--- src/rtl/cv32e40x_pkg.sv ---
// cv32e40x_pkg: EX/WB pipe view and illegal-trace-buffer entry types.
package cv32e40x_pkg;

    localparam int ILT_SEQ_W = 16;

    typedef struct packed {
        logic [31:0] rdata;
    } obi_inst_resp_t;

    typedef struct packed {
        obi_inst_resp_t bus_resp;
    } inst_resp_t;

    typedef struct packed {
        logic        instr_valid;
        logic        illegal_insn;
        logic [31:0] pc;
        inst_resp_t  instr;
    } ex_wb_pipe_t;

    typedef struct packed {
        logic [31:0]          pc;
        logic [31:0]          instr;
        logic [ILT_SEQ_W-1:0] seq;
    } ilt_entry_t;

endpackage

--- src/rtl/cv32e40x_ilt_fifo.sv ---
// cv32e40x_ilt_fifo: DEPTH-entry register FIFO with occupancy counter; head reads zero when empty.
module cv32e40x_ilt_fifo #(
    parameter int DEPTH = 4,
    parameter int W     = 80
) (
    input  logic                     clk,
    input  logic                     rst_n,
    input  logic                     push,
    input  logic                     pop,
    input  logic [W-1:0]             wdata,
    output logic [W-1:0]             rdata,
    output logic [$clog2(DEPTH):0]   count,
    output logic                     full,
    output logic                     empty
);

    localparam int AW = $clog2(DEPTH);
    localparam int CW = AW + 1;

    logic [W-1:0]  mem [DEPTH];
    logic [AW-1:0] wptr;
    logic [AW-1:0] rptr;

    always_ff @(posedge clk or negedge rst_n) begin
        if (!rst_n) begin
            for (int i = 0; i < DEPTH; i++) mem[i] <= '0;
            wptr  <= '0;
            rptr  <= '0;
            count <= '0;
        end else begin
            if (push) begin
                mem[wptr] <= wdata;
                wptr      <= wptr + AW'(1);
            end
            if (pop) rptr <= rptr + AW'(1);
            count <= count + CW'(push) - CW'(pop);
        end
    end

    assign full  = count == CW'(DEPTH);
    assign empty = count == '0;
    assign rdata = empty ? '0 : mem[rptr];

endmodule

--- src/rtl/cv32e40x_illegal_trace_buffer.sv ---
// cv32e40x_illegal_trace_buffer: captures illegal instructions leaving WB into a FIFO with retire/drop counters.
// Define CV32E40X_ILLEGAL_TRACE_LOG_EN to print capture and drop messages in simulation.
module cv32e40x_illegal_trace_buffer
    import cv32e40x_pkg::*;
#(
    parameter int DEPTH = 4,
    parameter int SEQ_W = 16
) (
    input  logic                   clk,
    input  logic                   rst_n,
    input  ex_wb_pipe_t            ex_wb_pipe_i,
    input  logic                   wb_valid_i,
    input  logic [31:0]            mhartid_i,
    output logic                   rd_valid_o,
    input  logic                   rd_ready_i,
    output ilt_entry_t             rd_entry_o,
    output logic [$clog2(DEPTH):0] count_o,
    output logic [7:0]             drop_cnt_o,
    output logic [SEQ_W-1:0]       retire_cnt_o
);

    if (SEQ_W != ILT_SEQ_W) begin : g_seq_w_check
        $error("SEQ_W must equal ILT_SEQ_W");
    end

    logic       ret;
    logic       cap;
    logic       pop;
    logic       push;
    logic       full;
    logic       empty;
    logic       unused_hartid;
    ilt_entry_t new_entry;

    assign ret  = wb_valid_i && ex_wb_pipe_i.instr_valid;
    assign cap  = ret && ex_wb_pipe_i.illegal_insn;
    assign pop  = rd_valid_o && rd_ready_i;
    // A full FIFO still accepts when the head leaves in the same cycle
    assign push = cap && (!full || pop);
    assign rd_valid_o = !empty;
    assign unused_hartid = ^mhartid_i;

    assign new_entry = '{pc: ex_wb_pipe_i.pc, instr: ex_wb_pipe_i.instr.bus_resp.rdata, seq: retire_cnt_o};

    cv32e40x_ilt_fifo #(
        .DEPTH (DEPTH),
        .W     ($bits(ilt_entry_t))
    ) u_fifo (
        .clk   (clk),
        .rst_n (rst_n),
        .push  (push),
        .pop   (pop),
        .wdata (new_entry),
        .rdata (rd_entry_o),
        .count (count_o),
        .full  (full),
        .empty (empty)
    );

    always_ff @(posedge clk or negedge rst_n) begin
        if (!rst_n) begin
            retire_cnt_o <= '0;
            drop_cnt_o   <= '0;
        end else begin
            if (ret) retire_cnt_o <= retire_cnt_o + SEQ_W'(1);
            if (cap && !push && drop_cnt_o != 8'hFF) drop_cnt_o <= drop_cnt_o + 8'd1;
        end
    end

`ifdef CV32E40X_ILLEGAL_TRACE_LOG_EN
`ifndef FORMAL
    always_ff @(posedge clk) begin
        if (rst_n && push)
            $display("%t: Illegal insn captured (core %0d) PC 0x%h seq %0d",
                     $time, mhartid_i[3:0], ex_wb_pipe_i.pc, retire_cnt_o);
        if (rst_n && cap && !push)
            $display("%t: Warning: illegal insn dropped, trace buffer full (core %0d) drop_cnt %0d",
                     $time, mhartid_i[3:0], drop_cnt_o);
    end
`endif
`endif

endmodule

--- config.mk ---
export PLATFORM = sky130hd
export DESIGN_NAME = cv32e40x_illegal_trace_buffer
export DESIGN_NICKNAME = d
export VERILOG_FILES = /design/src/rtl/cv32e40x_pkg.sv /design/src/rtl/cv32e40x_ilt_fifo.sv /design/src/rtl/cv32e40x_illegal_trace_buffer.sv
export SDC_FILE = /design/constraint.sdc
export NUM_CORES = 1
export LEC_CHECK = 0
export ABC_AREA = 1
export CORE_ASPECT_RATIO = 1.1
export CORE_MARGIN = 3
export CORE_UTILIZATION = 53
export CTS_BUF_LIST = sky130_fd_sc_hd__clkbuf_2 sky130_fd_sc_hd__clkbuf_4 sky130_fd_sc_hd__clkbuf_8
export CTS_CLUSTER_DIAMETER = 40
export DETAILED_ROUTE_END_ITERATION = 7
export PLACE_DENSITY = 0.77
export SYNTH_ARGS = -nofsm -noshare
export SYNTH_HDL_FRONTEND = slang
export SYNTH_SLANG_ARGS = --single-unit
--- constraint.sdc ---
create_clock -name clk -period 3.7 [get_ports clk]
set_input_delay 0.555 -clock clk [delete_from_list [all_inputs] [get_ports clk]]
set_output_delay 0.555 -clock clk [all_outputs]
set_load 0.02 [all_outputs]
==> impl_metrics.tcl, run 1 <==
set metrics [dict create \
    antenna_found_initial 0 \
    cts_tree "built" \
    violations "hold timing" \
    fin_setup_tns_ps 0 \
    fmax_ghz 0.290 \
    clk_path_buf_depth 3 \
    ys_top_cells_by_count "554 x nand2_1, 446 x o21ai_0, 351 x dfrtp_1" \
    synth-main-ff-cell "dfrtp_1" \
    grt_pass1_wl_mm 73.2 \
    hold_viol 17 \
    grt_max_degree 162 \
    rsz0062_at_grt "no" \
    syn_area_sq_mm 0.0165 \
    drive_gt1_frac 0.0678 \
    tightest_slew_ps 830 \
    synth_cell_type_count 26 \
    detail-route-antenna-nets 0 \
    clk_latency_ps 600 \
    path_class "flop to output pin" \
    synth_edf_count 0 \
    die_w_microns 174 \
    yosys-top-cells-area "dfrtp_1 53%, o21ai_0 14%, nand2_1 13%" \
    whs_ps -46.2 \
    crit_path_start_kind "flop" \
    dieArea_sq_mm 0.0332 \
    cts_root_buf "clkbuf_8" \
    drt_iter0_markers 1364 \
    rows 67 \
    period_needed_ps 3450 \
    outcome "finished with violations" \
    path_cells "buf_12 -> o21ai_0 -> a21oi_1 -> clkdlybuf4s50_1" \
    max-vdd-ir-drop_mv 0.630 \
    critical-path-top-delay-family "buffers and inverters" \
    reg2regPathDepth 8 \
    vias_per_cell 5.51 \
    area_growth_pct 19.9 \
    ys_ff_latch 351 \
    maxSlewHeadroom 0.447 \
    critPathMaxFanout 161 \
    cp_slowest_stage_delay_ps 670 \
    post-route-util 0.647 \
    postSynthAreaPerCell_sq_um 8.03 \
    synthCells 2052 \
    start_util 0.540 \
    clkTransAtPathRegs_ps 60 \
    diodes 0 \
    worstSetupEndpointType "output pin" \
    postCtsSetupBuffers 0 \
    hold_class "input pin to asynchronous set/reset pin" \
    dp_hpwl_mm 25.1 \
    arrival_ps 2890 \
    synth_top_area_frac 0.533 \
    postCtsHoldBufs 0 \
    grt_pass1_vias 14512 \
    synth_nets 2163 \
    firstDrtPassIters 5 \
    post-route-drc-count 0 \
    grt_remaining_overflow 0 \
    core_region_area_sq_mm 0.0305 \
    leakagePower_nw 9.15 \
    synth.most_common_cell "nand2_1" \
    cp.required_ps 3140 \
    wl_per_cell_microns 16.9 \
    grtUsageTotal 0.267 \
    post-synth-top-area-cell "dfrtp_1" \
    yosysWarnings 0 \
    final.period_utilization 0.932 \
    power_density_mw_per_mm2 935 \
    crit_cells 4 \
    nets 2280 \
    slew_viol_final 0 \
    worst-path-buf-inv 2 \
    crit_slowest_cell "clkdlybuf4s50_1" \
    numPortBuffers 177 \
    finalClockSkew_ps 29.1 \
    die_h_microns 191 \
    async_reset_ff_frac 1.00 \
    ios 210 \
    seq_area_frac_synth 0.533 \
    fillers 2574 \
    vias 14474 \
    gp_congestion 0.806 \
    numCtsBuffers 57 \
    h-tree-depth 2 \
    setup_violations 0 \
    max-cap-violations 0 \
    ctsResizeCount 0 \
    clock_sinks 351 \
    drt_wl_total_mm 44.3 \
]
-- through the flow --
step	total power, mW	hold slack, ps	cells	instance area (sq um)	worst slack, ps
global placement	14.5	456	2524	18500	739
floorplan	11.2	259	2052	16500	1450
detailed placement	14.8	463	2524	18500	720
global route	19.8	41.7	2627	19700	206
finish	18.5	-46.2	2627	19700	252
CTS	18.5	10.0	2627	19700	294
-- layout make-up --
class | count | area [sq um] | area share
clock buffers | 96 | 1190 | 0.0603
flip-flops and latches | 351 | 8790 | 0.445
well taps | 414 | 518 | 0.0262
inverters | 196 | 738 | 0.0374
repair buffers | 209 | 2180 | 0.110
clock inverters | 7 | 92.6 | 0.00469
multi-input cells | 1354 | 6240 | 0.316
-- routing by layer --
metal | vias to the layer above | GRT usage | share of wire
li1 | 6881 | - | -
met1 | 6955 | 0.349 | 0.42
met5 | - | 0 | 0
met2 | 547 | 0.451 | 0.48
met3 | 91 | 0.0518 | 0.071
met4 | 0 | 0.0916 | 0.025
-- where the power goes --
part	switching, mW	leakage, nW	total [mW]	internal (mW)
registers	0.706	4.37	6.21	5.50
logic	5.30	4.11	8.58	3.29
clock network	1.52	0.672	3.67	2.15
-- sequential cells by signal, indices dropped and copies added (netlist names) --
| signal | count |
|---|---|
| drop_cnt_o | 8 |
| retire_cnt_o | 16 |
| u_fifo.count | 3 |
| u_fifo.mem | 320 |
| u_fifo.rptr | 2 |
| u_fifo.wptr | 2 |
-- worst paths after layout --
path / from / to / slack [ps]
max in group asynchronous: rst_n / u_fifo.mem[249] / 2830
min reg2reg: u_fifo.mem[74] / u_fifo.mem[74] / 470
min in group clk: u_fifo.mem[74] / u_fifo.mem[74] / 470
max reg2reg: u_fifo.count[1] / u_fifo.mem[295] / 1110
min: rst_n / u_fifo.mem[313] / -50
max: u_fifo.rptr[0] / rd_entry_o[12] / 250
-- worst reg2reg max path, cell delays in order (launching register included) --
cell     delay (ps)
dfrtp_1         450
nor2_1          180
nand2_1         190
nand2_4         500
buf_4           600
nor2_4          120
buf_12          240
nand2_1         140
nand2_1          50
-- cell usage in the layout (no fill, tap or decap), types with 2 or more instances in the layout --
| master | instances |
|---|---|
| clkbuf_8 | 75 |
| nand2_1 | 554 |
| clkinv_2 | 2 |
| nor2_1 | 25 |
| inv_2 | 4 |
| clkdlybuf4s50_1 | 176 |
| clkbuf_4 | 21 |
| nand4_1 | 8 |
| dfrtp_1 | 349 |
| o21ai_0 | 446 |
| xor2_1 | 9 |
| nand3_1 | 8 |
| clkinvlp_4 | 3 |
| nand3b_1 | 2 |
| bufinv_16 | 2 |
| inv_1 | 191 |
| buf_4 | 19 |
| o21ai_1 | 39 |
| a21oi_1 | 240 |
| xnor2_1 | 6 |
| nor2_4 | 3 |
| buf_12 | 13 |
| ha_1 | 8 |
-- logic make-up after synthesis --
group,synth area share
AND/OR/NAND/NOR,0.143
buffers and inverters,0.0880
AO/OA/AOI/OAI,0.220
adder cells (fa/ha/maj),0.00729
XOR/XNOR,0.00798
flip-flops,0.533
No activity file was read; power rests on OpenSTA's default activity.
==> run 2, diff against run 1 <==
--- a/config.mk
+++ b/config.mk
@@ -6,7 +6,8 @@
 export NUM_CORES = 1
 export LEC_CHECK = 0
 export ABC_AREA = 1
-export CORE_ASPECT_RATIO = 1.1
+export CAP_MARGIN = 20
+export CORE_ASPECT_RATIO = 0.75
 export CORE_MARGIN = 3
 export CORE_UTILIZATION = 53
 export CTS_BUF_LIST = sky130_fd_sc_hd__clkbuf_2 sky130_fd_sc_hd__clkbuf_4 sky130_fd_sc_hd__clkbuf_8
==> run 2 against run 1 <==
Against the previous run: the flow now finishes without violations; count of clock-buffer cells in the layout fell by 3; wire length up 1.3%; design area decreased by 0.43%; worst setup slack got worse by 45 ps; sequential power hardly changed; worst hold slack improved by 52 ps; first-iteration DRC count increased by 4.7%; via count increased by 0.57%; clock skew decreased by 4.7 ps; non-clock buffer count shrank 2; register-to-register slack better by 350 ps; critical endpoint is now rd_entry_o[57]; highest routed layer is now met5.
==> impl_metrics.tcl, run 2 (same netlist as run 1, synthesis figures left out) <==
set metrics [dict create \
    setup_violations 0 \
    die_h_microns 159 \
    hold_class "input pin to asynchronous set/reset pin" \
    layoutNonFillerInstCount 2608 \
    largest_register_ffs 320 \
    clk_path_buf_depth 3 \
    layout_commonest_cell "nand2_1" \
    path_class "flop to output pin" \
    final.period_utilization 0.944 \
    grt_pass1_wl_mm 73.4 \
    post-route-drc-count 0 \
    clk_latency_ps 600 \
    drt_iter0_markers 1428 \
    cp.required_ps 3140 \
    clock_sinks 351 \
    mostFrequentLayoutCells "554 x nand2_1, 446 x o21ai_0, 349 x dfrtp_1, 240 x a21oi_1, 191 x inv_1" \
    postCtsSetupBuffers 0 \
    dp_hpwl_mm 25.3 \
    top_regs "u_fifo.mem: 320 flops, retire_cnt_o: 16 flops, drop_cnt_o: 8 flops" \
    ios 210 \
    rows 55 \
    max-vdd-ir-drop_mv 0.562 \
    die_w_microns 210 \
    arrival_ps 2940 \
    worstSetupEndpointType "output pin" \
    numCtsBuffers 54 \
    post-route-util 0.646 \
    final_area_sq_mm 0.0197 \
    grt_remaining_overflow 0 \
    numPortBuffers 177 \
    h-tree-depth 2 \
    start_util 0.542 \
    crit_path_start_kind "flop" \
    core_region_area_sq_mm 0.0304 \
    setup_ws_ps 207 \
    critPathMaxFanout 39 \
    vias_per_cell 5.58 \
    antenna_found_initial 1 \
    hold_viol 0 \
    cts_root_buf "clkbuf_8" \
    grt_pass1_vias 14202 \
    cts_tree "built" \
    top_register "u_fifo.mem" \
    tightest_slew_ps 1010 \
    leakagePower_nw 9.13 \
    finalClockSkew_ps 24.4 \
    wl_per_cell_microns 17.2 \
    max-cap-violations 0 \
    detail-route-antenna-nets 0 \
    period_needed_ps 3490 \
    fmax_ghz 0.286 \
    diodes 0 \
    area_growth_pct 19.4 \
    gp_congestion 0.824 \
    drt_wl_total_mm 44.9 \
    rsz0062_at_grt "no" \
    clkTransAtPathRegs_ps 70 \
    drive_gt1_frac 0.0661 \
    outcome "finished clean" \
    fin_setup_tns_ps 0 \
    dieArea_sq_mm 0.0333 \
    fillers 2567 \
    dp_cells 2507 \
    nets 2275 \
    vias 14557 \
    maxSlewHeadroom 0.329 \
    grt_max_degree 108 \
    grtUsageTotal 0.270 \
    slew_viol_final 0 \
    pre_cts_slack_ps 842 \
    power_density_mw_per_mm2 936 \
    firstDrtPassIters 5 \
    placed_area_sq_mm 0.0184 \
]
-- run 2: changes by cell type in the layout (fill, tap and decap cells not counted) --
| cell | previous run | this run |
|---|---|---|
| clkinv_2 | 2 | 6 |
| buf_4 | 19 | 17 |
| clkbuf_4 | 21 | 19 |
| clkinvlp_4 | 3 | 1 |
| bufinv_16 | 2 | 1 |
| clkbuf_8 | 75 | 74 |
| inv_4 | 1 | 0 |
| inv_6 | 0 | 1 |
-- run 2: area by class of cell --
cell class / count / area [sq um] / area share
repair buffers: 207 / 2160 / 0.110
inverters: 196 / 741 / 0.0377
multi-input cells: 1354 / 6240 / 0.317
flip-flops and latches: 351 / 8790 / 0.447
well taps: 399 / 499 / 0.0254
clock buffers: 93 / 1160 / 0.0591
clock inverters: 8 / 67.6 / 0.00344
-- run 2: where the power goes --
part | switching (mW) | internal [mW] | total, mW
Combinational | 5.35 | 3.31 | 8.66
Clock | 1.53 | 2.04 | 3.56
Sequential | 0.685 | 5.50 | 6.19
-- run 2: per-layer routing --
metal / global-route usage / up-vias / part of all wire
li1: - / 6882 / -
met5: 0 / - / 0.00040
met3: 0.0494 / 66 / 0.076
met4: 0.0829 / 2 / 0.017
met1: 0.375 / 6994 / 0.44
met2: 0.440 / 613 / 0.47
-- run 2: per-stage QoR --
step / hold slack [ps] / total power [mW]
final: 6.01 / 18.4
after global routing: 44.9 / 19.7
after CTS: 4.64 / 18.5
after detailed placement: 463 / 14.8
after global placement: 456 / 14.6
after floorplan: 259 / 11.2
-- run 2: worst max-delay path: stages, from the launching register on --
cell and delay [ps]:
dfrtp_2 430, inv_2 680, buf_4 350, a21oi_1 60
o21ai_0 80, a21oi_1 140, clkdlybuf4s50_1 590
-- run 2: path summary, 6_finish.rpt --
check / start / slack (ps) / depth (start not counted) / end
max in group asynchronous: rst_n / 2700 / 2 / u_fifo.mem[19]
hold reg to reg: u_fifo.mem[65] / 480 / 2 / u_fifo.mem[65]
setup / recovery: u_fifo.rptr[1] / 210 / 6 / rd_entry_o[57]
min in group clk: u_fifo.mem[65] / 480 / 2 / u_fifo.mem[65]
setup reg to reg: u_fifo.count[1] / 1460 / 6 / u_fifo.mem[19]
hold / removal: rst_n / 6 / 1 / u_fifo.mem[195]
-- run 2: what timing repair did --
action,in CTS,in global routing
setup endpoints to repair,0,1
endpoints found under the hold margin,0,0
gates resized for setup,0,1
hold buffers,0,0
==> run 3, diff against run 2 <==
--- a/config.mk
+++ b/config.mk
@@ -8,7 +8,7 @@
 export ABC_AREA = 1
 export CAP_MARGIN = 20
 export CORE_ASPECT_RATIO = 0.75
-export CORE_MARGIN = 3
+export CORE_MARGIN = 2
 export CORE_UTILIZATION = 53
 export CTS_BUF_LIST = sky130_fd_sc_hd__clkbuf_2 sky130_fd_sc_hd__clkbuf_4 sky130_fd_sc_hd__clkbuf_8
 export CTS_CLUSTER_DIAMETER = 40
==> run 3 against run 2 <==
Against the previous run: the run now ends with hold timing left; sequential share of layout area about the same; first-iteration DRC count down 9.2%; critical path depth down 1; clock power about the same; fmax down 1.2%; die area down 2.2%; critical endpoint is now rd_entry_o[49]; largest power group unchanged.
==> impl_metrics.tcl, run 3 (same netlist as run 1, synthesis figures left out) <==
set metrics [dict create \
    vias 14379 \
    clk_path_buf_depth 3 \
    final.period_utilization 0.955 \
    worstSetupEndpointType "output pin" \
    cts_tree "built" \
    ctsResizeCount 0 \
    start_util 0.543 \
    cp.required_ps 3140 \
    antenna_found_initial 0 \
    hold_viol 4 \
    h-tree-depth 2 \
    ios 210 \
    crit_path_start_kind "flop" \
    layout_commonest_cell "nand2_1" \
    top_register "u_fifo.mem" \
    diodes 0 \
    pre_cts_slack_ps 720 \
    nets 2280 \
    path_class "flop to output pin" \
    reg2regPathDepth 8 \
    grt_pass1_wl_mm 72.3 \
    area_growth_pct 19.5 \
    whs_ps -9.54 \
    die_w_microns 208 \
    finalClockSkew_ps 11.3 \
    fin_setup_tns_ps 0 \
    crit_slowest_cell "clkdlybuf4s50_1" \
    numPortBuffers 177 \
    r2r-end "u_fifo.mem[203]" \
    clk_latency_ps 590 \
    grt_remaining_overflow 0 \
    dp_hpwl_mm 25.3 \
    max-cap-violations 0 \
    mostFrequentLayoutCells "554 x nand2_1, 446 x o21ai_0, 349 x dfrtp_1, 240 x a21oi_1, 191 x inv_1" \
    worst-path-buf-inv 3 \
    clock_sinks 351 \
    rows 55 \
    core_region_area_sq_mm 0.0303 \
    grt_pass1_vias 13998 \
    drive_gt1_frac 0.0661 \
    drt_iter0_markers 1297 \
    rsz0062_at_grt "no" \
    clkTransAtPathRegs_ps 60 \
    ff2ff_setup_slack_ps 1500 \
    power_density_mw_per_mm2 934 \
    hold_class "input pin to asynchronous set/reset pin" \
    period_needed_ps 3540 \
    crit_start "u_fifo.rptr[0]" \
    top_regs "u_fifo.mem: 320 flops, retire_cnt_o: 16 flops, drop_cnt_o: 8 flops" \
    setup_violations 0 \
    setup_ws_ps 165 \
    outcome "finished with violations" \
    critPathMaxFanout 61 \
    violations "hold timing" \
    fmax_ghz 0.283 \
    cts_root_buf "clkbuf_8" \
    detail-route-antenna-nets 0 \
    leakagePower_nw 9.14 \
    reg2reg_from "u_fifo.count[1]" \
    die_h_microns 157 \
    post-route-drc-count 0 \
    max-vdd-ir-drop_mv 0.772 \
    postCtsHoldBufs 0 \
    path_cells "inv_6 -> buf_4 -> o21ai_0 -> a21oi_1 -> clkdlybuf4s50_1" \
    slew_viol_final 0 \
    wl_per_cell_microns 16.9 \
    largest_register_ffs 320 \
    postCtsSetupBuffers 0 \
    vias_per_cell 5.51 \
    firstDrtPassIters 5 \
    critical-path-top-delay-family "buffers and inverters" \
    gp_congestion 0.832 \
    maxSlewHeadroom 0.424 \
    grtUsageTotal 0.275 \
    dieArea_sq_mm 0.0325 \
    arrival_ps 2980 \
    numCtsBuffers 55 \
    drt_wl_total_mm 44.0 \
    tightest_slew_ps 863 \
    cp_slowest_stage_delay_ps 680 \
    grt_max_degree 162 \
]
run 3: area by class of cell:
type                            instances  area, sq um
Clock buffer                           91         1150
Clock inverter                          6         82.6
Fill cell                            2509        10700
Inverter                              196          741
Multi-Input combinational cell       1354         6240
Sequential cell                       351         8790
Tap cell                              399          499
Timing Repair Buffer                  211         2180
run 3: through the flow:
| stage | utilization | total power [mW] | area [sq um] | cells | hold WS, ps |
|---|---|---|---|---|---|
| 5_1_grt | 0.648 | 19.6 | 19700 | 2608 | 46.6 |
| 6_report | 0.648 | 18.4 | 19700 | 2608 | -9.54 |
| 4_1_cts | 0.648 | 18.4 | 19700 | 2608 | 41.1 |
| 2_1_floorplan | - | 11.2 | 16500 | 2052 | 259 |
| 3_3_place_gp | 0.608 | 14.5 | 18400 | 2511 | 456 |
| 3_5_place_dp | 0.608 | 14.8 | 18400 | 2511 | 463 |
run 3: routing by layer:
layer | track usage | up-vias | routed length (microns)
met5 | 0 | - | 0
met4 | 0.0816 | 0 | 675
met1 | 0.389 | 6882 | 19400
met3 | 0.0425 | 59 | 3170
met2 | 0.443 | 554 | 20800
li1 | - | 6884 | -
run 3: worst max path at each step:
stage / depth (start not counted) / end / slack, ps
2_1_floorplan: 11 / u_fifo.count[2] / 1450
3_3_place_gp: 5 / rd_entry_o[49] / 730
3_5_place_dp: 5 / rd_entry_o[49] / 720
4_1_cts: 5 / rd_entry_o[49] / 50
5_1_grt: 6 / rd_entry_o[9] / 4
6_report: 5 / rd_entry_o[49] / 160
run 3: report_power, final:
group	total, mW	switching [mW]	leakage, nW	internal, mW
registers	6.23	0.726	4.37	5.50
logic	8.59	5.30	4.12	3.29
clock network	3.57	1.49	0.650	2.08
total	18.4	7.51	9.14	10.9
